`config.mk`:
```
export PLATFORM = sky130hd
export DESIGN_NAME = osc_clken_gen
export DESIGN_NICKNAME = d
export VERILOG_FILES = /design/src/rtl/osc_pkg.sv /design/src/rtl/osc_clken_chan.sv /design/src/rtl/osc_clken_gen.sv
export SDC_FILE = /design/constraint.sdc
export NUM_CORES = 1
export LEC_CHECK = 0
export ABC_CLOCK_PERIOD_IN_PS = 3300
export BUFFER_PORTS_ARGS = -buffer_cell sky130_fd_sc_hd__buf_2
export CAP_MARGIN = 20
export CORE_MARGIN = 10
export CORE_UTILIZATION = 30
export DETAILED_ROUTE_END_ITERATION = 7
export MAX_ROUTING_LAYER = met4
export PLACE_DENSITY = 0.49
export SLEW_MARGIN = 40
export SYNTH_ARGS = -nofsm -noshare
export SYNTH_HDL_FRONTEND = slang
export SYNTH_SLANG_ARGS = --single-unit
```
`constraint.sdc`:
```
create_clock -name clk -period 3.3 [get_ports clk]
set_clock_uncertainty 0.15 [all_clocks]
set_input_delay 0.33 -clock clk [delete_from_list [all_inputs] [get_ports clk]]
set_output_delay 0.33 -clock clk [all_outputs]
set_load 0.02 [all_outputs]
```
`src/rtl/osc_pkg.sv`:
```
// osc_pkg: shared types, constants and helpers for the oscillator clock-enable generator.
// Latency: n/a (declarations only).
// Backpressure: n/a.
//
// Contents:
//   OSC_FREQ_HZ  nominal on-chip RC oscillator frequency
//   OSC_NUM_CH   default channel count
//   OSC_DIV_W    default divisor/counter width
//   div_t        divisor type at the default width
//   ch_idx_t     channel index type at the default channel count
//   hz_to_div()  divisor for a wanted enable rate, saturated to the divisor width
package osc_pkg;

    localparam int OSC_FREQ_HZ = 50_000_000;
    localparam int OSC_NUM_CH  = 4;
    localparam int OSC_DIV_W   = 16;

    typedef logic [OSC_DIV_W-1:0]          div_t;
    typedef logic [$clog2(OSC_NUM_CH)-1:0] ch_idx_t;

    // A zero target rate or a quotient too large for the counter both return
    // the largest representable divisor (slowest possible enable rate).
    function automatic div_t hz_to_div(input int unsigned target_hz);
        int unsigned q;
        if (target_hz == 0) begin
            return '1;
        end
        q = OSC_FREQ_HZ / target_hz;
        if ((q >> OSC_DIV_W) != 0) begin
            return '1;
        end
        return div_t'(q);
    endfunction

endpackage

```
`src/rtl/osc_clken_chan.sv`:
```
// osc_clken_chan: one programmable divider channel producing single-cycle enable pulses.
// Latency: ce registered; it rises D edges after the edge that restarts the counter.
// Backpressure: none; pulses are strobes with no handshake.
//
// Optional feature macro: OSC_TOGGLE_OUT_EN (builds the square-wave toggle flop).
//
// Ports:
//   i_clk     oscillator clock
//   i_rst     synchronous active-high reset
//   i_run     channel may count (oscillator settled)
//   i_sync    restart counter, suppress the pulse that this cycle would launch, clear toggle
//   i_wr      load i_wr_div into the divisor register and restart the counter
//   i_wr_div  new divisor value
//   o_ce      one-cycle enable pulse, period = divisor
//   o_tgl     50%-duty square wave, period = 2 * divisor (0 when the feature is absent)
module osc_clken_chan
    import osc_pkg::*;
#(
    parameter int               DIV_W       = OSC_DIV_W,
    parameter logic [DIV_W-1:0] DEFAULT_DIV = '0
) (
    input  logic             i_clk,
    input  logic             i_rst,
    input  logic             i_run,
    input  logic             i_sync,
    input  logic             i_wr,
    input  logic [DIV_W-1:0] i_wr_div,
    output logic             o_ce,
    output logic             o_tgl
);

    logic [DIV_W-1:0] r_div;
    logic [DIV_W-1:0] r_cnt;
    logic             r_ce;

    logic [DIV_W-1:0] w_div_m1;
    logic [DIV_W-1:0] w_cnt_nxt;
    logic             w_off;
    logic             w_at_end;

    // D-1 only matters when D is non-zero; D=0 is caught by w_off so the
    // wrapped all-ones value is never used as a terminal count.
    assign w_div_m1 = r_div - 1'b1;
    assign w_off    = (r_div == '0);
    assign w_at_end = !w_off && (r_cnt == w_div_m1);

    always_comb begin
        w_cnt_nxt = r_cnt + 1'b1;
        if (!i_run || i_sync || i_wr || w_off || w_at_end) begin
            w_cnt_nxt = '0;
        end
    end

    // The pulse launched at this edge is judged on the old divisor, so a
    // write never swallows a pulse that was already due; sync does.
    always_ff @(posedge i_clk) begin
        if (i_rst) begin
            r_div <= DEFAULT_DIV;
            r_cnt <= '0;
            r_ce  <= 1'b0;
        end else begin
            if (i_wr) begin
                r_div <= i_wr_div;
            end
            r_cnt <= w_cnt_nxt;
            r_ce  <= i_run && w_at_end && !i_sync;
        end
    end

    assign o_ce = r_ce;

`ifdef OSC_TOGGLE_OUT_EN
    logic r_tgl;

    always_ff @(posedge i_clk) begin
        if (i_rst) begin
            r_tgl <= 1'b0;
        end else if (i_sync) begin
            r_tgl <= 1'b0;
        end else if (r_ce) begin
            r_tgl <= ~r_tgl;
        end
    end

    assign o_tgl = r_tgl;
`else
    assign o_tgl = 1'b0;
`endif

endmodule

```
`src/rtl/osc_clken_gen.sv`:
```
// osc_clken_gen: multi-channel clock-enable generator on the free-running RC oscillator clock.
// Latency: all outputs registered; osc_ready after STARTUP_CYCLES, ce D edges after (re)start.
// Backpressure: none; writes and sync are single-cycle strobes that are always accepted.
//
// Optional feature macro: OSC_TOGGLE_OUT_EN (per-channel square-wave outputs on tgl_out).
//
// Ports:
//   clk        oscillator clock (single domain)
//   rst        synchronous active-high reset
//   wr_en      divisor write strobe
//   wr_ch      channel index for the write; indices >= NUM_CH are ignored
//   wr_div     new divisor (0 turns the channel off)
//   sync       restart every channel counter on this edge
//   osc_ready  high once the startup settle time has elapsed
//   ce         per-channel single-cycle enable pulses
//   tgl_out    per-channel square waves (tied low without OSC_TOGGLE_OUT_EN)
module osc_clken_gen
    import osc_pkg::*;
#(
    parameter  int FREQUENCY_HZ   = OSC_FREQ_HZ,
    parameter  int NUM_CH         = OSC_NUM_CH,
    parameter  int DIV_W          = OSC_DIV_W,
    parameter  int STARTUP_CYCLES = 1024,
    parameter  int DEFAULT_DIV    = 0,
    localparam int CH_W           = (NUM_CH > 1) ? $clog2(NUM_CH) : 1
) (
    input  logic              clk,
    input  logic              rst,
    input  logic              wr_en,
    input  logic [CH_W-1:0]   wr_ch,
    input  logic [DIV_W-1:0]  wr_div,
    input  logic              sync,
    output logic              osc_ready,
    output logic [NUM_CH-1:0] ce,
    output logic [NUM_CH-1:0] tgl_out
);

    if (NUM_CH < 1 || NUM_CH > 16) begin : g_bad_num_ch
        $error("osc_clken_gen: NUM_CH must be 1..16");
    end
    if (STARTUP_CYCLES < 1) begin : g_bad_startup
        $error("osc_clken_gen: STARTUP_CYCLES must be >= 1");
    end
    if (FREQUENCY_HZ <= 0) begin : g_bad_freq
        $error("osc_clken_gen: FREQUENCY_HZ must be positive");
    end

    localparam int            SW      = (STARTUP_CYCLES > 1) ? $clog2(STARTUP_CYCLES) : 1;
    localparam logic [SW-1:0] ST_LAST = SW'(STARTUP_CYCLES - 1);
    // osc_ready is a flop, so it is set one count early to be high in the
    // cycle where the counter shows STARTUP_CYCLES-1. With a single settle
    // cycle it can only rise in the cycle after reset.
    localparam logic [SW-1:0] ST_RISE = (STARTUP_CYCLES > 1) ? SW'(STARTUP_CYCLES - 2) : '0;

    logic [SW-1:0]     r_st_cnt;
    logic              r_ready;
    logic [NUM_CH-1:0] w_wr_hit;

    always_ff @(posedge clk) begin
        if (rst) begin
            r_st_cnt <= '0;
            r_ready  <= 1'b0;
        end else begin
            if (r_st_cnt != ST_LAST) begin
                r_st_cnt <= r_st_cnt + 1'b1;
            end
            if (r_st_cnt == ST_RISE) begin
                r_ready <= 1'b1;
            end
        end
    end

    assign osc_ready = r_ready;

    for (genvar i = 0; i < NUM_CH; i++) begin : g_ch
        // An out-of-range wr_ch matches no channel, so the write is dropped.
        assign w_wr_hit[i] = wr_en && (wr_ch == CH_W'(i));

        osc_clken_chan #(
            .DIV_W       (DIV_W),
            .DEFAULT_DIV (DIV_W'(DEFAULT_DIV))
        ) u_chan (
            .i_clk    (clk),
            .i_rst    (rst),
            .i_run    (r_ready),
            .i_sync   (sync),
            .i_wr     (w_wr_hit[i]),
            .i_wr_div (wr_div),
            .o_ce     (ce[i]),
            .o_tgl    (tgl_out[i])
        );
    end

endmodule

```
==> summary.md <==
| Metric | Value |
|---|---|
| Crit. Startpoint | `g_ch[3].u_chan.r_div[0]` |
| Io pins | `31` |
| Sequential area share after synthesis | `between 30% and 40%` |
| Initial Util | `30.47%` |
| Syn_area_per_cell | `7.815 um2` |
| Horiz. Die Dim | `roughly 180 um` |
| Period Utilization, post-route | `87.90%` |
| Final min period | `2.901 ns` |
| Number of synthesized flops with an enable pin | `0` |
| Critical path class | `register to register` |
| # nets final | `1,049` |
| Number of global-route vias before repair | `6,345` |
| Vias | `6,686` |
| Cts bufs inserted | `17` |
| Setup-failing EPs final | `0` |
| Status | `complete, no violations` |
| Post-CTS Setup Bufs | `0` |
| Skew-Pair Late Insertion Delay | `0.42 ns` |
| Die height | `182.4 um` |
| Hold Fails Final Rpt | `0` |
| WHS Endpoint | `g_ch[0].u_chan.r_div[6]` |
| Drt total wl | `just over 20 mm` |
| Clock Tree Buf Depth | `2` |
| Core Region | `between 20,000 and 30,000 um2` |
| Remaining DRCs | `0` |
| Post-route setup TNS | `0 ns` |
| WP data required | `3.49 ns` |
| Leakage power figure | `3.221 nW` |
| WL per Instance | `approximately 15 um` |
| RR Endpoint | `g_ch[3].u_chan.o_ce` |
| CTS tree | `built` |
| Final Wtd Congestion | `0.8177` |
| R2R depth | `10` |
| Post-synthesis to final-layout area growth | `11.92%` |
| Post-CTS sizing | `0` |
| Iteration-0 DRC Markers | `452` |
| Routed vias/inst | `4.891` |
| Cell with the most instances after synthesis | `nand2_1` |
| Crit path max-delay family | `simple AND/OR/NAND/NOR gates` |
| Power Total | `0.004063 W` |
| Final ANT Viol Nets | `0` |
| Least-Margin Pin Slew | `0.8113 ns` |
| Post-synth top area share | `36.16%` |
| RSZ-0062 raised after global routing | `false` |
| Clock sink total | `143` |
| Fmax | `0.3447 GHz` |
| H-tree Lvls | `4` |
| CTS Hold Bufs | `0` |
| Initial antenna violation count | `2` |
| Critical-path maximum fanout | `17` |
| Clk slew on worst S/H paths | `approximately 0.060 ns` |
| Library cells used by synthesis | `70` |
| CP Buf/Inv Count | `2` |
| First-pass GRT wire length | `~34 mm` |
| Worst path max stage delay | `0.56 ns` |
| Slowest-stage cell, CP | `or4_4` |
| Async S/R FF share, synth | `0%` |
| Remaining Overflow, GRT | `0` |
| Die area | `33,290 um2` |
| Arr. time, crit path | `3.09 ns` |
| Worst hold start | `wr_div[6]` |
| Min-delay worst type | `primary input to register` |
| CP cell instances | `inv_1, ha_1, and2_1, o21a_1, o21ai_0, nand3_1, or4_4, a2111oi_4, buf_4, nor2b_1` |
| Hold Path Depth | `3` |
| Worst setup SP type | `register` |
| Seq cells post-synth | `143` |
| Worst vdd ir | `around 350 uV` |
| R2R Path Start | `g_ch[3].u_chan.r_div[0]` |
| Layout cells sized above 1 | `under 10%` |
| Cell Area, Synth | `7916 um2` |
| Max Cap Viol | `0` |
| Core Rows | `59` |
| R2R Setup Slk | `0.40 ns` |
| Primary FF master, synth | `dfxtp_1` |
| Max Slew Vio Count | `0` |
| Yosys top cell by area | `dfxtp_1` |
| Root Buffer | `clkbuf_16` |
| Slew headroom | `45.91%` |
| Most frequent cells after synthesis | `nand2_1, dfxtp_1, nor2_1, a21oi_1, xnor2_1` |
| Largest net degree at the start of global routing | `76` |
| Synth area leaders | `dfxtp_1, nand2_1, xnor2_1` |
| Post-Synthesis Cells | `between 1,000 and 1,500` |
| Drt first pass iters | `5` |
| Buffers on Ports | `26` |
| Pwr/cell area | `458.5 nW/um2` |
| All-Layer GR Usage | `around an eighth` |
| Synth warn | `0` |
| Worst setup EP type | `register` |
| DP Wirelength | `~14 mm` |
## layout by cell type, fill, tap and decap left out, types with 7 or more instances in the layout
cell type,instances
inv_1,20
xor2_1,57
o21ai_0,13
a31oi_1,7
o211ai_1,10
nand4_1,18
xnor2_1,77
buf_2,26
clkbuf_16,17
dfxtp_1,143
ha_1,10
and3_1,23
nand2_1,189
nor3_1,28
buf_4,12
nand3_1,45
nor3b_1,13
a21oi_1,77
nor4_1,12
nor2_1,109
## how the worst max path moves through the flow
stage | to | slack, ns | depth (start not counted)
2_1_floorplan | g_ch[3].u_chan.r_cnt[10] | 0.57 | 10
3_3_place_gp | g_ch[0].u_chan.r_cnt[3] | 0.46 | 10
3_5_place_dp | g_ch[3].u_chan.o_ce | 0.37 | 10
4_1_cts | g_ch[3].u_chan.o_ce | 0.35 | 10
5_1_grt | g_ch[3].u_chan.o_ce | 0.16 | 10
6_report | g_ch[3].u_chan.o_ce | 0.40 | 10
## routing by layer
metal | GRT usage [%] | routed length, um | vias to the layer above
met5 | - | 0 | -
met4 | 3.580 | 228 | 0
met3 | 2.967 | 582 | 15
met2 | 18.87 | 9044 | 74
met1 | 16.70 | 10330 | 3106
li1 | - | - | 3491
## final cells by class
type,instances,area [um2]
Sequential cell,143,2863
Tap cell,335,419.2
Timing Repair Buffer,38,220.2
Clock buffer,18,429.2
Multi-Input combinational cell,797,4730
Fill cell,2761,17130
Clock inverter,14,118.9
Antenna cell,2,5.005
Inverter,20,75.07
## flip-flops by register name (all words and copies together) (netlist names)
| name | cells |
|---|---|
| g_ch.u_chan.r_div | 64 |
| g_ch.u_chan.r_cnt | 64 |
| g_ch.u_chan.o_ce | 4 |
| r_st_cnt | 10 |
| osc_ready | 1 |
## cells by family after synthesis
| logic type | synth area share (%) |
|---|---|
| AND/OR/NAND/NOR | 29.87 |
| AO/OA/AOI/OAI | 12.72 |
| adder cells (fa/ha/maj) | 1.581 |
| flip-flops | 36.16 |
| XOR/XNOR | 15.11 |
| multiplexers | 0.1264 |
| other | 0.04737 |
| buffers and inverters | 4.378 |
## where the power goes
part           switching (W)  leakage [nW]  total, W  internal [W]
logic               0.000252          1.81  0.000438      0.000185
registers          0.0000467          1.16   0.00180       0.00176
clock network       0.000789         0.258   0.00182       0.00103
total                0.00109          3.22   0.00406       0.00297
## worst reg2reg max path, cell delays in order, from the launching register on
cell and delay [ns]:
dfxtp_1 0.43, inv_1 0.07, ha_1 0.27, and2_1 0.21, o21a_1 0.18, o21ai_0 0.15, nand3_1 0.11, or4_4 0.56
a2111oi_4 0.27, buf_4 0.27, nor2b_1 0.17
## stage by stage
stage | util [%] | std cells | setup WS, ns | hold WS (ns) | area (um2)
final | 34.10 | 1367 | 0.3992 | 0.05284 | 8860
after global routing | 34.10 | 1367 | 0.1569 | 0.04572 | 8860
after CTS | 34.08 | 1365 | 0.3496 | 0.03627 | 8855
after detailed placement | 31.97 | 1333 | 0.3711 | 0.3207 | 8307
after global placement | 31.97 | 1333 | 0.4574 | 0.3189 | 8307
after floorplan | - | 1016 | 0.5665 | 0.2856 | 7928
Power figures use the tool's default switching activity.
